===== config.mk =====
export PLATFORM = sky130hd
export DESIGN_NAME = bcd_share_arbiter
export DESIGN_NICKNAME = d
export VERILOG_FILES = /design/src/rtl/bcd_arb_pkg.sv /design/src/rtl/bcd_share_arbiter_rr_pick.sv /design/src/rtl/bin2bcd.sv /design/src/rtl/bcd_share_arbiter.sv
export SDC_FILE = /design/constraint.sdc
export NUM_CORES = 1
export LEC_CHECK = 0
export CAP_MARGIN = 20
export CORE_ASPECT_RATIO = 1.25
export CORE_MARGIN = 2
export CORE_UTILIZATION = 58
export DETAILED_ROUTE_END_ITERATION = 10
export PLACE_DENSITY_LB_ADDON = 0.08
export REMOVE_ABC_BUFFERS = 1
export SLEW_MARGIN = 20
export SYNTH_ARGS = -nofsm -noshare
export SYNTH_HDL_FRONTEND = slang
export SYNTH_SLANG_ARGS = --single-unit

===== constraint.sdc =====
create_clock -name clk -period 18.45 [get_ports clk]
set_input_delay 4.6125 -clock clk [delete_from_list [all_inputs] [get_ports clk]]
set_output_delay 4.6125 -clock clk [all_outputs]
set_load 0.01 [all_outputs]

===== src/rtl/bcd_arb_pkg.sv =====
// Shared types and constants for the BCD converter-sharing arbiter.
package bcd_arb_pkg;

  localparam int unsigned BIN_W  = 10;
  localparam int unsigned BCD_W  = 12;
  // Converter output carries a thousands digit on top of the three we return.
  localparam int unsigned CONV_W = 16;

  localparam logic [BIN_W-1:0] BCD_MAX = 10'd999;
  localparam logic [BCD_W-1:0] BCD_SAT = 12'h999;

  typedef enum logic [1:0] {
    IDLE = 2'd0,
    CONV = 2'd1,
    RESP = 2'd2
  } arb_state_t;

endpackage


===== src/rtl/bcd_share_arbiter_rr_pick.sv =====
// Round-robin one-hot picker: first asserted request at or above ptr, wrapping.
module rr_pick #(
  parameter int unsigned N = 4
) (
  input  logic [N-1:0]                          req,
  input  logic [((N > 1) ? $clog2(N) : 1)-1:0]  ptr,
  output logic [N-1:0]                          gnt_onehot,
  output logic [((N > 1) ? $clog2(N) : 1)-1:0]  gnt_idx
);

  localparam int unsigned IDX_W = (N > 1) ? $clog2(N) : 1;

  int unsigned      idx;
  logic [IDX_W-1:0] sel;
  logic             found;

  // Scan N positions starting at ptr; the first requester seen wins.
  always_comb begin
    gnt_onehot = '0;
    gnt_idx    = '0;
    found      = 1'b0;
    idx        = 0;
    sel        = '0;
    for (int unsigned i = 0; i < N; i++) begin
      idx = 32'(ptr) + i;
      if (idx >= N) idx = idx - N;
      sel = IDX_W'(idx);
      if (!found && req[sel]) begin
        found           = 1'b1;
        gnt_onehot[sel] = 1'b1;
        gnt_idx         = sel;
      end
    end
  end

endmodule


===== src/rtl/bin2bcd.sv =====
// Combinational 10-bit binary to 4-digit BCD converter (double dabble).
module bin2bcd
  import bcd_arb_pkg::*;
(
  input  logic [BIN_W-1:0]  bin,
  output logic [CONV_W-1:0] bcd
);

  logic [BIN_W-1:0]  sh;
  logic [CONV_W-1:0] acc;

  // Add-3 on digits >= 5, then shift in the next binary bit, MSB first.
  always_comb begin
    sh  = bin;
    acc = '0;
    for (int unsigned i = 0; i < BIN_W; i++) begin
      if (acc[3:0]   >= 4'd5) acc[3:0]   = acc[3:0]   + 4'd3;
      if (acc[7:4]   >= 4'd5) acc[7:4]   = acc[7:4]   + 4'd3;
      if (acc[11:8]  >= 4'd5) acc[11:8]  = acc[11:8]  + 4'd3;
      if (acc[15:12] >= 4'd5) acc[15:12] = acc[15:12] + 4'd3;
      acc = {acc[CONV_W-2:0], sh[BIN_W-1]};
      sh  = {sh[BIN_W-2:0], 1'b0};
    end
    bcd = acc;
  end

endmodule


===== src/rtl/bcd_share_arbiter.sv =====
// Round-robin arbiter sharing one bin2bcd converter among N_REQ requesters.
// Optional saturation of operands above 999: define BCD_ARB_SAT_EN.
module bcd_share_arbiter #(
  parameter int unsigned N_REQ = 4,
  parameter int unsigned BIN_W = 10,
  parameter int unsigned BCD_W = 12
) (
  input  logic                                         clk,
  input  logic                                         rst,
  input  logic [N_REQ-1:0]                             req_valid,
  output logic [N_REQ-1:0]                             req_ready,
  input  logic [N_REQ*BIN_W-1:0]                       req_bin,
  output logic                                         rsp_valid,
  input  logic                                         rsp_ready,
  output logic [((N_REQ > 1) ? $clog2(N_REQ) : 1)-1:0] rsp_id,
  output logic [BCD_W-1:0]                             rsp_bcd,
  output logic                                         rsp_ovf,
  output logic                                         busy
);

  import bcd_arb_pkg::arb_state_t;
  import bcd_arb_pkg::IDLE;
  import bcd_arb_pkg::CONV;
  import bcd_arb_pkg::RESP;
  import bcd_arb_pkg::CONV_W;

  localparam int unsigned ID_W = (N_REQ > 1) ? $clog2(N_REQ) : 1;

  arb_state_t        state_q, state_d;
  logic [ID_W-1:0]   ptr_q, ptr_d;
  logic [ID_W-1:0]   id_q, id_d;
  logic [BIN_W-1:0]  op_q, op_d;
  logic [BCD_W-1:0]  bcd_q, bcd_d;
  logic              ovf_q, ovf_d;

  logic [N_REQ-1:0]  gnt_onehot;
  logic [ID_W-1:0]   gnt_idx;
  logic [CONV_W-1:0] conv_bcd;
  logic [BCD_W-1:0]  bcd_c;
  logic              ovf_c;
  logic              unused_conv_hi;

  rr_pick #(.N(N_REQ)) u_pick (
    .req        (req_valid),
    .ptr        (ptr_q),
    .gnt_onehot (gnt_onehot),
    .gnt_idx    (gnt_idx)
  );

  bin2bcd u_conv (
    .bin (op_q),
    .bcd (conv_bcd)
  );

  // Thousands digit is only meaningful for operands above 999 and is dropped.
  assign unused_conv_hi = ^conv_bcd[CONV_W-1:BCD_W];

`ifdef BCD_ARB_SAT_EN
  // Clamp out-of-range operands to 999 and flag them.
  assign ovf_c = (op_q > bcd_arb_pkg::BCD_MAX);
  assign bcd_c = ovf_c ? bcd_arb_pkg::BCD_SAT : conv_bcd[BCD_W-1:0];
`else
  // Pass the low three digits through; no range check.
  assign ovf_c = 1'b0;
  assign bcd_c = conv_bcd[BCD_W-1:0];
`endif

  // State and datapath registers.
  always_ff @(posedge clk or posedge rst) begin
    if (rst) begin
      state_q <= IDLE;
      ptr_q   <= '0;
      id_q    <= '0;
      op_q    <= '0;
      bcd_q   <= '0;
      ovf_q   <= 1'b0;
    end else begin
      state_q <= state_d;
      ptr_q   <= ptr_d;
      id_q    <= id_d;
      op_q    <= op_d;
      bcd_q   <= bcd_d;
      ovf_q   <= ovf_d;
    end
  end

  // Next-state, grant and datapath load logic.
  always_comb begin
    state_d   = state_q;
    ptr_d     = ptr_q;
    id_d      = id_q;
    op_d      = op_q;
    bcd_d     = bcd_q;
    ovf_d     = ovf_q;
    req_ready = '0;
    case (state_q)
      IDLE: begin
        // rst gates the grant so req_ready also drops asynchronously.
        if ((|req_valid) && !rst) begin
          req_ready = gnt_onehot;
          id_d      = gnt_idx;
          ptr_d     = (gnt_idx == ID_W'(N_REQ - 1)) ? '0 : ID_W'(gnt_idx + 1'b1);
          for (int unsigned i = 0; i < N_REQ; i++) begin
            if (gnt_idx == ID_W'(i)) op_d = req_bin[i*BIN_W +: BIN_W];
          end
          state_d = CONV;
        end
      end
      CONV: begin
        bcd_d   = bcd_c;
        ovf_d   = ovf_c;
        state_d = RESP;
      end
      RESP: begin
        if (rsp_ready) state_d = IDLE;
      end
      default: state_d = IDLE;
    endcase
  end

  assign rsp_valid = (state_q == RESP);
  assign rsp_id    = id_q;
  assign rsp_bcd   = bcd_q;
  assign rsp_ovf   = ovf_q;
  assign busy      = (state_q != IDLE);

endmodule

==> flow_metrics.env <==
export IMPL_layout_area_overhead_vs_synth_pct=20.15
export IMPL_start_util=0.6009
export IMPL_drc=0
export IMPL_cts_sinks=28
export IMPL_synthDistinctLibCells=87
export IMPL_cpMaxStageDelayCell="mux4_2"
export IMPL_finalNetCount=564
export IMPL_io_pins=68
export IMPL_firstDrtPassIters=4
export IMPL_setup_viol=0
export IMPL_seqCellArea_um2=700.7
export IMPL_dr_total_vias=3406
export IMPL_critical_path_class="in2out"
export IMPL_gp_congestion=0.9250
export IMPL_cp_data_arrival_time_ns=7.07
export IMPL_cts_tree="built"
export IMPL_port_buffers=66
export IMPL_cp_data_required_time_ns=13.84
export IMPL_clk_path_buf_depth=2
export IMPL_grt_remaining_overflow=0
export IMPL_slew_limit_headroom=0.5032
export IMPL_synth_area_um2=3496
export IMPL_clk_insertion_delay_late_ns=0.29
export IMPL_antenna_found_initial=0
export IMPL_fillCellCount=473
export IMPL_synth_seq_area_share=0.2004
export IMPL_die_area_um2=6668
export IMPL_critPathTopFamily="buffers and inverters"
export IMPL_cap_viol_max_count=0
export IMPL_ctsHoldBuffers=0
export IMPL_synth_cells=446
export IMPL_timing_rr_start="op_q[8]$_DFFE_PP0P_"
export IMPL_cts_setup_buffers=0
export IMPL_crit_start="req_valid[2]"
export IMPL_final_common_cell="clkdlybuf4s50_1"
export IMPL_async_flop_share=1.000
export IMPL_numCtsBuffers=3
export IMPL_maxSlewViolCount=0
export IMPL_final_layout_size_suffix_gt1_frac=0.09350
export IMPL_path_cells="clkdlybuf4s50_1 -> mux4_2 -> a211oi_1 -> a222oi_1 -> a21oi_1 -> clkdlybuf4s50_1"
export IMPL_multi_input_area_um2=2599
export IMPL_rows=31
export IMPL_clock_skew_ns=0.008757
export IMPL_grt_pass1_wl_mm=14.22
export IMPL_synthFlopType="dfrtp_1"
export IMPL_fmax_mhz=85.57
export IMPL_period_needed_ns=11.69
export IMPL_wirelength_mm=8.029
export IMPL_core_um2=5818
export IMPL_slowest_delay_ns=0.58
export IMPL_worstMarginPinSlew_ns=0.7452
export IMPL_grt_pass1_vias=3260
export IMPL_routedWlPerCell_um=14.39
export IMPL_avgSynthCellArea_um2=7.838
export IMPL_die_y_um=90.80
export IMPL_cts_resized=0
export IMPL_rsz0062_at_grt="false"
export IMPL_crit_top_cell="clkdlybuf4s50_1"
export IMPL_cts_max_level=1
export IMPL_dp_final_hpwl_mm=6.335
export IMPL_synth_edf_count=0
export IMPL_final_cell_mix="66 x clkdlybuf4s50_1, 58 x nand2_1, 41 x a21oi_1"
export IMPL_detail_route_antenna_nets=0
export IMPL_startpoint_type="input port"
export IMPL_clockRootBuffer="clkbuf_8"
export IMPL_path_max_fanout=8
export IMPL_die_w_um=73.44
export IMPL_finalHoldViolCount=0
export IMPL_cts_clk_slew_worst_paths_ns=0.09
export IMPL_grtUsageTotal=0.2557
export IMPL_hold_path_class="reg2reg"
export IMPL_status="finished clean"
export IMPL_yosys_warnings=0
export IMPL_cp_buffers_inverters=2
export IMPL_drt_iter0_markers=146
export IMPL_synth_seq_cells=28
export IMPL_grt_max_degree=29
export IMPL_hold_path_startpoint="rsp_id[0]$_DFFE_PP0P_"
export IMPL_n_antenna_cell=0
export IMPL_setup_tns_ns=0
export IMPL_setup_worst_path_end_class="primary output"
export IMPL_min_period_over_period=0.6334
export IMPL_vias_per_cell=6.104
final timing paths:
| check | endpoint | slack, ns | cells past startpoint |
|---|---|---|---|
| worst max-delay path | req_ready[3] | 6.76 | 6 |
| min in group asynchronous | rsp_bcd[0]$_DFFE_PP0N_ | 4.73 | 2 |
| worst min-delay path | rsp_id[0]$_DFFE_PP0P_ | 0.48 | 2 |
| worst min register to register | rsp_id[0]$_DFFE_PP0P_ | 0.48 | 2 |
| worst max register to register | rsp_bcd[9]$_DFFE_PP0N_ | 11.81 | 29 |
| max in group asynchronous | op_q[4]$_DFFE_PP0P_ | 13.33 | 2 |
registers in the layout, indices dropped and copies added (netlist names):
name / cells
rsp_id: 2
rsp_bcd: 12
ptr_q: 2
state_q: 2
op_q: 10
worst min-delay path: cells and delay by family (launching register included):
kind,cells,cell delay [ns]
flops,1,0.35
compound gates,1,0.06
simple gates,1,0.04
final cells by class:
cell class / count / share of cell area
multi-input cells: 371 / 0.6187
flip-flops and latches: 28 / 0.1668
repair buffers: 66 / 0.1573
inverters: 23 / 0.02055
well taps: 66 / 0.01966
clock buffers: 3 / 0.009830
clock inverters: 1 / 0.007149
cells by family (layout without fill, tap and decap cells):
group	Yosys count	count (layout)	synth area share
AOI/OAI and AO/OA	160	160	0.3357
and+or+nand+nor	155	155	0.2140
buffers and inverters	47	93	0.05691
DFF	28	28	0.2004
adders and majority gates	24	24	0.08590
muxes	22	22	0.07480
xor gates and xnor gates	9	9	0.03114
other	1	1	0.001073
routing by layer:
metal	share of wire	wire (um)	up-vias	GRT usage
met5	0	0	-	0
met4	0.020	160	0	0.08485
met1	0.40	3213	1534	0.3095
met2	0.52	4140	125	0.4479
li1	-	-	1732	-
met3	0.064	515	15	0.04018
metrics by stage:
step / util / worst slack, ns / cells / cell area (um2) / hold slack [ns]
floorplan: - / 7.987 / 422 / 3383 / 0.4394
global placement: 0.7092 / 6.848 / 554 / 4126 / 0.4651
detailed placement: 0.7092 / 6.803 / 554 / 4126 / 0.4694
CTS: 0.7215 / 6.800 / 558 / 4198 / 0.4911
global route: 0.7219 / 6.640 / 558 / 4200 / 0.5059
finish: 0.7219 / 6.764 / 558 / 4200 / 0.4839
synth_stat cells, types with 5 or more instances:
library cell / count / share of area
nand2_1: 58 / 0.062
a21oi_1: 41 / 0.059
nor2_1: 40 / 0.043
o21ai_0: 36 / 0.052
dfrtp_1: 28 / 0.20
ha_1: 24 / 0.086
inv_1: 19 / 0.020
clkbuf_1: 17 / 0.018
mux2i_1: 16 / 0.046
o211ai_1: 7 / 0.015
a221oi_1: 6 / 0.015
nand3_1: 6 / 0.0086
or3_1: 6 / 0.011
a31oi_1: 5 / 0.0089
nand2b_1: 5 / 0.0089
nor2b_1: 5 / 0.0089
nor3_1: 5 / 0.0072
o31ai_1: 5 / 0.011
or4_1: 5 / 0.011
Power is not shown: default switching activity piles up to over one toggle a cycle in this logic, so the estimate is an artifact.
